[src/rtl/arb_pkg.sv]
// rtl/arb_pkg.sv - shared state and owner encodings for the memory-port arbiter
package arb_pkg;

  typedef enum logic [1:0] {
    IDLE    = 2'd0,
    BUSY_IF = 2'd1,
    BUSY_DM = 2'd2
  } arb_state_e;

  typedef enum logic {
    OWNER_IF = 1'b0,
    OWNER_DM = 1'b1
  } arb_owner_e;

  function automatic arb_owner_e state_owner(input arb_state_e s);
    return (s == BUSY_DM) ? OWNER_DM : OWNER_IF;
  endfunction

endpackage

[src/rtl/arb_timeout_cnt.sv]
// rtl/arb_timeout_cnt.sv - counts busy cycles, flags expiry on the TIMEOUT-th cycle
module arb_timeout_cnt #(
  parameter int unsigned TIMEOUT = 16
) (
  input  logic clk,
  input  logic rst_n,
  input  logic clear,
  input  logic enable,
  output logic expired
);

  localparam int unsigned CNT_W = $clog2(TIMEOUT + 1);

  logic [CNT_W-1:0] cnt_q;
  logic [CNT_W-1:0] cnt_d;

  always_comb begin
    cnt_d = cnt_q;
    if (clear) begin
      cnt_d = '0;
    end else if (enable) begin
      cnt_d = cnt_q + 1'b1;
    end
  end

  always_ff @(posedge clk or negedge rst_n) begin
    if (!rst_n) begin
      cnt_q <= '0;
    end else begin
      cnt_q <= cnt_d;
    end
  end

  // Fires during the last allowed cycle so the abort lands exactly TIMEOUT cycles after grant.
  assign expired = enable && !clear && (cnt_q == CNT_W'(TIMEOUT - 1));

endmodule

[src/rtl/mem_arbiter.sv]
// rtl/mem_arbiter.sv - single-port memory arbiter, data side over fetch; ARB_TIMEOUT_EN adds busy timeout
module mem_arbiter
  import arb_pkg::*;
#(
  parameter int unsigned ADDR_W  = 32,
  parameter int unsigned DATA_W  = 32,
  parameter int unsigned TIMEOUT = 16
) (
  input  logic                clk,
  input  logic                rst_n,
  input  logic                if_req,
  input  logic [ADDR_W-1:0]   if_addr,
  output logic                if_done,
  output logic [DATA_W-1:0]   if_rdata,
  input  logic                dm_rd,
  input  logic                dm_wr,
  input  logic [ADDR_W-1:0]   dm_addr,
  input  logic [DATA_W-1:0]   dm_wdata,
  input  logic [DATA_W/8-1:0] dm_wstrb,
  output logic                dm_done,
  output logic [DATA_W-1:0]   dm_rdata,
  output logic                bus_err,
  output logic                stall_if,
  output logic                stall_mem,
  output logic                mem_req,
  output logic                mem_we,
  output logic [ADDR_W-1:0]   mem_addr,
  output logic [DATA_W-1:0]   mem_wdata,
  output logic [DATA_W/8-1:0] mem_wstrb,
  input  logic                mem_ready,
  input  logic [DATA_W-1:0]   mem_rdata
);

  localparam int unsigned STRB_W = DATA_W / 8;

  arb_state_e          state_q,     state_d;
  logic                mem_req_q,   mem_req_d;
  logic                mem_we_q,    mem_we_d;
  logic [ADDR_W-1:0]   mem_addr_q,  mem_addr_d;
  logic [DATA_W-1:0]   mem_wdata_q, mem_wdata_d;
  logic [STRB_W-1:0]   mem_wstrb_q, mem_wstrb_d;
  logic                if_done_q,   if_done_d;
  logic                dm_done_q,   dm_done_d;
  logic [DATA_W-1:0]   if_rdata_q,  if_rdata_d;
  logic [DATA_W-1:0]   dm_rdata_q,  dm_rdata_d;
  logic                bus_err_q,   bus_err_d;
  logic [DATA_W-1:0]   done_rdata;
  logic                timeout_expired;

`ifdef ARB_TIMEOUT_EN
  arb_timeout_cnt #(
    .TIMEOUT (TIMEOUT)
  ) u_timeout (
    .clk     (clk),
    .rst_n   (rst_n),
    .clear   (state_q == IDLE),
    .enable  (state_q != IDLE),
    .expired (timeout_expired)
  );
`else
  assign timeout_expired = 1'b0;
`endif

  always_comb begin
    state_d     = state_q;
    mem_req_d   = mem_req_q;
    mem_we_d    = mem_we_q;
    mem_addr_d  = mem_addr_q;
    mem_wdata_d = mem_wdata_q;
    mem_wstrb_d = mem_wstrb_q;
    if_rdata_d  = if_rdata_q;
    dm_rdata_d  = dm_rdata_q;
    if_done_d   = 1'b0;
    dm_done_d   = 1'b0;
    bus_err_d   = 1'b0;
    done_rdata  = (mem_ready && !mem_we_q) ? mem_rdata : '0;

    case (state_q)
      IDLE: begin
        // The done cycle is the bubble: the requester only drops its request after seeing done.
        if (!if_done_q && !dm_done_q) begin
          if (dm_rd || dm_wr) begin
            state_d     = BUSY_DM;
            mem_req_d   = 1'b1;
            mem_we_d    = dm_wr;
            mem_addr_d  = dm_addr;
            mem_wdata_d = dm_wr ? dm_wdata : '0;
            mem_wstrb_d = dm_wr ? dm_wstrb : '0;
          end else if (if_req) begin
            state_d     = BUSY_IF;
            mem_req_d   = 1'b1;
            mem_we_d    = 1'b0;
            mem_addr_d  = if_addr;
            mem_wdata_d = '0;
            mem_wstrb_d = '0;
          end
        end
      end
      BUSY_IF, BUSY_DM: begin
        if (mem_ready || timeout_expired) begin
          state_d   = IDLE;
          mem_req_d = 1'b0;
          mem_we_d  = 1'b0;
          bus_err_d = !mem_ready;
          if (state_owner(state_q) == OWNER_DM) begin
            dm_done_d  = 1'b1;
            dm_rdata_d = done_rdata;
          end else begin
            if_done_d  = 1'b1;
            if_rdata_d = done_rdata;
          end
        end
      end
      default: begin
        state_d   = IDLE;
        mem_req_d = 1'b0;
        mem_we_d  = 1'b0;
      end
    endcase
  end

  always_ff @(posedge clk or negedge rst_n) begin
    if (!rst_n) begin
      state_q     <= IDLE;
      mem_req_q   <= 1'b0;
      mem_we_q    <= 1'b0;
      mem_addr_q  <= '0;
      mem_wdata_q <= '0;
      mem_wstrb_q <= '0;
      if_rdata_q  <= '0;
      dm_rdata_q  <= '0;
      if_done_q   <= 1'b0;
      dm_done_q   <= 1'b0;
      bus_err_q   <= 1'b0;
    end else begin
      state_q     <= state_d;
      mem_req_q   <= mem_req_d;
      mem_we_q    <= mem_we_d;
      mem_addr_q  <= mem_addr_d;
      mem_wdata_q <= mem_wdata_d;
      mem_wstrb_q <= mem_wstrb_d;
      if_rdata_q  <= if_rdata_d;
      dm_rdata_q  <= dm_rdata_d;
      if_done_q   <= if_done_d;
      dm_done_q   <= dm_done_d;
      bus_err_q   <= bus_err_d;
    end
  end

  assign mem_req   = mem_req_q;
  assign mem_we    = mem_we_q;
  assign mem_addr  = mem_addr_q;
  assign mem_wdata = mem_wdata_q;
  assign mem_wstrb = mem_wstrb_q;
  assign if_done   = if_done_q;
  assign dm_done   = dm_done_q;
  assign if_rdata  = if_rdata_q;
  assign dm_rdata  = dm_rdata_q;
  assign bus_err   = bus_err_q;
  assign stall_if  = if_req & ~if_done_q;
  assign stall_mem = (dm_rd | dm_wr) & ~dm_done_q;

endmodule

[config.mk]
export PLATFORM = sky130hd
export DESIGN_NAME = mem_arbiter
export DESIGN_NICKNAME = d
export VERILOG_FILES = /design/src/rtl/arb_pkg.sv /design/src/rtl/arb_timeout_cnt.sv /design/src/rtl/mem_arbiter.sv
export SDC_FILE = /design/constraint.sdc
export NUM_CORES = 1
export LEC_CHECK = 0
export ABC_CLOCK_PERIOD_IN_PS = 1700
export BUFFER_PORTS_ARGS = -buffer_cell sky130_fd_sc_hd__clkbuf_2
export CAP_MARGIN = 5
export CORE_MARGIN = 3
export CORE_UTILIZATION = 44
export CTS_BUF_LIST = sky130_fd_sc_hd__clkbuf_2
export DETAILED_ROUTE_END_ITERATION = 16
export GPL_TIMING_DRIVEN = 0
export PLACE_DENSITY = 0.79
export SLEW_MARGIN = 10
export SYNTH_ARGS = -nofsm -noshare
export SYNTH_HDL_FRONTEND = slang
export SYNTH_SLANG_ARGS = --single-unit
[constraint.sdc]
create_clock -name clk -period 1.7 [get_ports clk]
set_input_delay 0 -clock clk [delete_from_list [all_inputs] [get_ports clk]]
set_output_delay 0 -clock clk [all_outputs]
set_load 0.01 [all_outputs]
# Yosys cells after proc, flatten, opt, wreduce, memory -nomap -nowiden
# Cells that the tools add are included.
dict set report op_classes {
  eq_ne 5
  muxes 32
  bitwise 6
  n_reduce_logical 14
}
# op count
set op_table {}
lappend op_table {{$mux W32} 6}
lappend op_table {{$mux W1} 16}
lappend op_table {{$mux W4} 3}
lappend op_table {{$reduce_and A3 Y1} 4}
lappend op_table {{$mux W2} 4}
lappend op_table {{$logic_not A1 Y1} 4}
lappend op_table {{$ne A2 B2 Y1 const B} 2}
lappend op_table {{$pmux W1 S2} 2}
lappend op_table {{$pmux W2 S2} 1}
lappend op_table {{$ne A3 B3 Y1 const B} 1}
lappend op_table {{$not A1 Y1} 3}
lappend op_table {{$and A1 B1 Y1} 2}
lappend op_table {{$eq A2 B1 Y1 const B} 1}
lappend op_table {{$eq A2 B2 Y1 const B} 1}
lappend op_table {{$logic_and A1 B1 Y1} 2}
lappend op_table {{$logic_not A2 Y1} 1}
lappend op_table {{$reduce_bool A2 Y1} 1}
lappend op_table {{$reduce_or A2 Y1} 1}
lappend op_table {{$logic_or A1 B1 Y1} 1}
lappend op_table {{$or A1 B1 Y1} 1}
dict set report totals {
  regBits 139
  input_bits 138
}

# Logic depth before layout (Yosys ltp)
dict set report logic_depth {
  depth_word 5
  ltp_mapped 8
  ltp_nobuf 5
}

# Least setup slack after synthesis
# No wires, ideal clock.
dict set report synth_path {
  path_kind {flip-flop to flip-flop}
  from {register state_q[0]}
  to {register mem_addr_q[10], in the netlist mem_addr[10]}
  t_arrival_ps 1484
  path_slack_ps 91
  path_stages_with_launch 8
  synth_period_minus_slack_ps 1609
  path_cell_list {dfrtp_1 inv_1 ha_1 nor3b_2 nand2b_1 buf_6 buf_6 mux2_4}
}
dict set report synth_between {
  elab_chain_len 2
}
# element line_no
set synth_rtl {}
lappend synth_rtl {{from (decl)} mem_arbiter.sv:36} ;# arb_state_e state_q, state_d;
lappend synth_rtl {{from (signal assigned)} mem_arbiter.sv:136} ;# state_q <= state_d;
lappend synth_rtl {{$logic_not A2 Y1} mem_arbiter.sv:78} ;# case (state_q)
lappend synth_rtl {{$reduce_and A3 Y1 (no line)} -}
lappend synth_rtl {{to (signal assigned)} mem_arbiter.sv:139} ;# mem_addr_q <= mem_addr_d;
lappend synth_rtl {{to (decl)} mem_arbiter.sv:39} ;# logic [ADDR_W-1:0] mem_addr_q, mem_addr_d;
# Every way passes these cells.
# A chain may end at the register's enable or synchronous reset.

# Worst setup path in the final report
dict set report layout_path {
  from {register state_q[1]}
  to {register mem_addr_q[0], in the netlist mem_addr[0]}
}
# The elaborated chain is that of the path after synthesis.

==> results by group <==
Synthesis
  • Top-count cell post-synth: dfrtp_1
  • Sequential-to-total area share from yosys stat: between 50 and 60%
  • Top cell type's share of synthesized area: 56.5%
  • EDFF count, synth: 0
  • Synth Flop Type: dfrtp_1
  • Async S/R FF share, synth: 100%
  • Mapped Area: just over 6000 um2
  • Synth cell count leaders: dfrtp_1, nand2_1, o21ai_0, and3_1, a21o_1
  • FF+latch count, synth: around 140
  • Synth top area cells: dfrtp_1, mux2_4, nand2_1
  • Synth area leader: dfrtp_1
  • Unique masters post-synth: 31
  • Synth warn: 0
  • Syn Nets: ~700
  • Syn Area/Cell: 11.3 um2
  • Post-Synthesis Cells: 540

Timing
  • Clock Skews: 0.0252 ns
  • Worst hold slack: 0.0721 ns
  • Minimum clock period: 1.64 ns
  • Max Slew Vio Count: 0
  • Period utilization: between 90% and 100%
  • Worst Max-Slew Pin Slew: ~0.63 ns
  • Fmax: 0.609 GHz
  • RSZ-0062 raised after global routing: true
  • Final setup vio count: 0
  • Max_slew headroom: between 50% and 60%
  • Final hold violation count: 0

CTS
  • CTS Sinks: 138
  • Worst-Skew Late Latency: about 0.70 ns
  • CTS buffer count: 17
  • CTS H-Tree Depth: 4
  • Clk root buf: clkbuf_2
  • CTS tree: done
  • CTS clock-pin slew for the worst setup and hold paths: ~0.19 ns
  • Deepest clock path buffer count: 2

Floorplanning
  • Die ar.: roughly 15000 um2
  • Starting Density: ~46%
  • I/O pin total: roughly 280
  • Cell row count: 42
  • Die span in y: around 120 um
  • Core area: ~13000 um2
  • Die Span X: between 100 and 150 um

Detailed routing
  • Wire length per cell: between 15 and 20 um
  • Residual DRC count: 0
  • Total wire length: a little over 20000 um
  • DRT antenna net count: 0
  • First-pass DRT Iterations: 4
  • DRT iter0 DRCs: 365
  • Drt via density: between 4 and 5
  • Vias: 5880

Setup path
  • Family with the most delay on the worst path: flip-flops
  • Buf/Inv on CP: 3
  • Critical Path End Type: flip-flop
  • Critical Path RT: ~2.3 ns
  • Arr. time, crit path: about 2.2 ns
  • Max Fanout on Critical Path: 10
  • CP startpoint kind: flip-flop
  • CP max stage cell: dfrtp_1
  • Worst path max stage delay: ~0.43 ns
  • WS Path Type: flip-flop to flip-flop
  • Critical Path, Cell by Cell: inv_2 -> ha_4 -> nor3b_4 -> nand2b_1 -> buf_6 -> buf_12 -> mux2_4

Final layout
  • FF/Latch Area: around 3500 um2
  • Area of the multi-input gates: 2430 um2
  • Final core utilization: between 70% and 80%
  • Final net count: around 1.1k
  • Share of cells above drive strength 1: 40.9%
  • # fillers: ~920
  • Area grow syn2layout: 57.2%

Placement
  • Port-buffer cells: 275
  • Routability Congestion: around 0.80
  • HPWL Detailed: between 10000 and 15000 um

Power and ir drop
  • PwrDens: 1520 nW/um2
  • VDD IR max: 0.772 mV
  • Static Leak: 0.00530 uW
  • Final total power: roughly 15000 uW

Global routing
  • Total gr overflow: 0
  • Number of global-route vias before repair: around 6.2k
  • Pin count of the biggest net entering global routing: 77
  • Initial antenna violation count: 1
  • Global-route wire length before repair: approximately 31000 um
  • Gr usage total: 26.6%

Status
  • Status: completed

Worst hold path
  • Hold/Removal Path Class: input pin to flip-flop

Job
  • Max cap viols: 0
## power by group
group / total (uW) / leakage, uW / switching, uW / internal, uW
registers: 5560 / 0.00175 / 878 / 4680
clock network: 1820 / 0.000141 / 1150 / 672
logic: 7190 / 0.00341 / 3620 / 3570
total: 14600 / 0.00530 / 5650 / 8930
## path summary, 6_finish.rpt
check	slack, ns	endpoint	depth (start not counted)	start
max in group asynchronous	0.57	mem_addr[15]$_DFFE_PN0P_	4	rst_n
worst min-delay path	0.07	dm_rdata[23]$_DFFE_PN0P_	4	mem_rdata[23]
worst max register to register	0.06	mem_addr[0]$_DFFE_PN0P_	7	state_q[1]$_DFFE_PN0P_
worst min register to register	0.50	mem_wdata[24]$_DFFE_PN0P_	1	mem_wdata[24]$_DFFE_PN0P_
worst max-delay path	0.06	mem_addr[0]$_DFFE_PN0P_	7	state_q[1]$_DFFE_PN0P_
min in group asynchronous	0.40	if_rdata[15]$_DFFE_PN0P_	3	rst_n
## metrics by stage
step | setup TNS (ns) | std cells | instance area (um2) | setup slack (ns)
2_1_floorplan | 0 | 540 | 6110 | 0.0908
3_3_place_gp | -231.92 | 991 | 7700 | -1.63
3_5_place_dp | -9.14 | 992 | 7740 | -0.213
4_1_cts | -0.00186 | 1174 | 9490 | -0.00186
5_1_grt | -0.409 | 1181 | 9590 | -0.0344
6_report | 0 | 1183 | 9600 | 0.0572
## worst min-delay path, delay by kind of cell
kind            cells  cell delay [ns]
compound gates      1             0.06
buf+inv             2             0.65
simple gates        1             0.06
## sequential cells by signal, summed over array words and instances (netlist names)
register	count
if_done	1
if_rdata	32
mem_req	1
dm_rdata	32
mem_wdata	32
dm_done	1
mem_addr	32
mem_wstrb	4
mem_we	1
state_q	2
## area by class of cell
type,instances,area share [%]
Clock inverter,9,1.06
Tap cell,176,2.29
Multi-Input combinational cell,357,25.4
Antenna cell,3,0.0782
Inverter,4,0.156
Clock buffer,21,1.10
Sequential cell,138,36.0
Buffer,41,2.88
Timing Repair Buffer,434,31.1
## routing by layer
metal	GRT usage (%)	share of wire (%)	vias up
li1	-	-	2741
met1	30.7	38	2825
met2	45.0	51	255
met3	7.31	6.9	59
met4	14.1	3.6	0
met5	0	0	-
## cells by family after synthesis
logic type                 after synthesis  share of synthesized area (%)
other                                    1                         0.0614
buffers and inverters                   45                           4.00
and+or+nand+nor                        183                           14.8
DFF                                    138                           56.5
adders and majority gates                2                          0.410
muxes                                   64                           13.8
AOI/OAI and AO/OA                      107                           10.4
## layout by cell type (no fill, tap or decap), types with 2 or more instances in the layout
master	netlist	layout
clkinv_4	0	2
and3_1	37	37
dlygate4sd3_1	0	154
buf_4	3	7
buf_2	8	9
buf_8	0	5
a21o_1	36	36
clkinv_2	0	4
nand2_1	98	98
nand3_1	2	2
nor2b_1	3	3
nand2b_1	34	34
mux2_4	32	32
inv_2	0	2
bufinv_16	0	2
inv_1	4	2
o21ai_1	6	8
clkbuf_4	0	2
dfrtp_1	138	137
clkbuf_2	1	305
a31oi_1	2	2
o21ai_0	61	59
mux2_2	32	32
diode_2	0	3
clkbuf_1	22	10
## timing repair
action,4_1_cts,5_1_grt
pin swaps,0,6
setup buffers,0,4
hold endpoints to repair,276,3
setup endpoints to repair,127,98
hold buffers,152,3
gates resized for setup,14,20
Power figures use the tool's default switching activity.
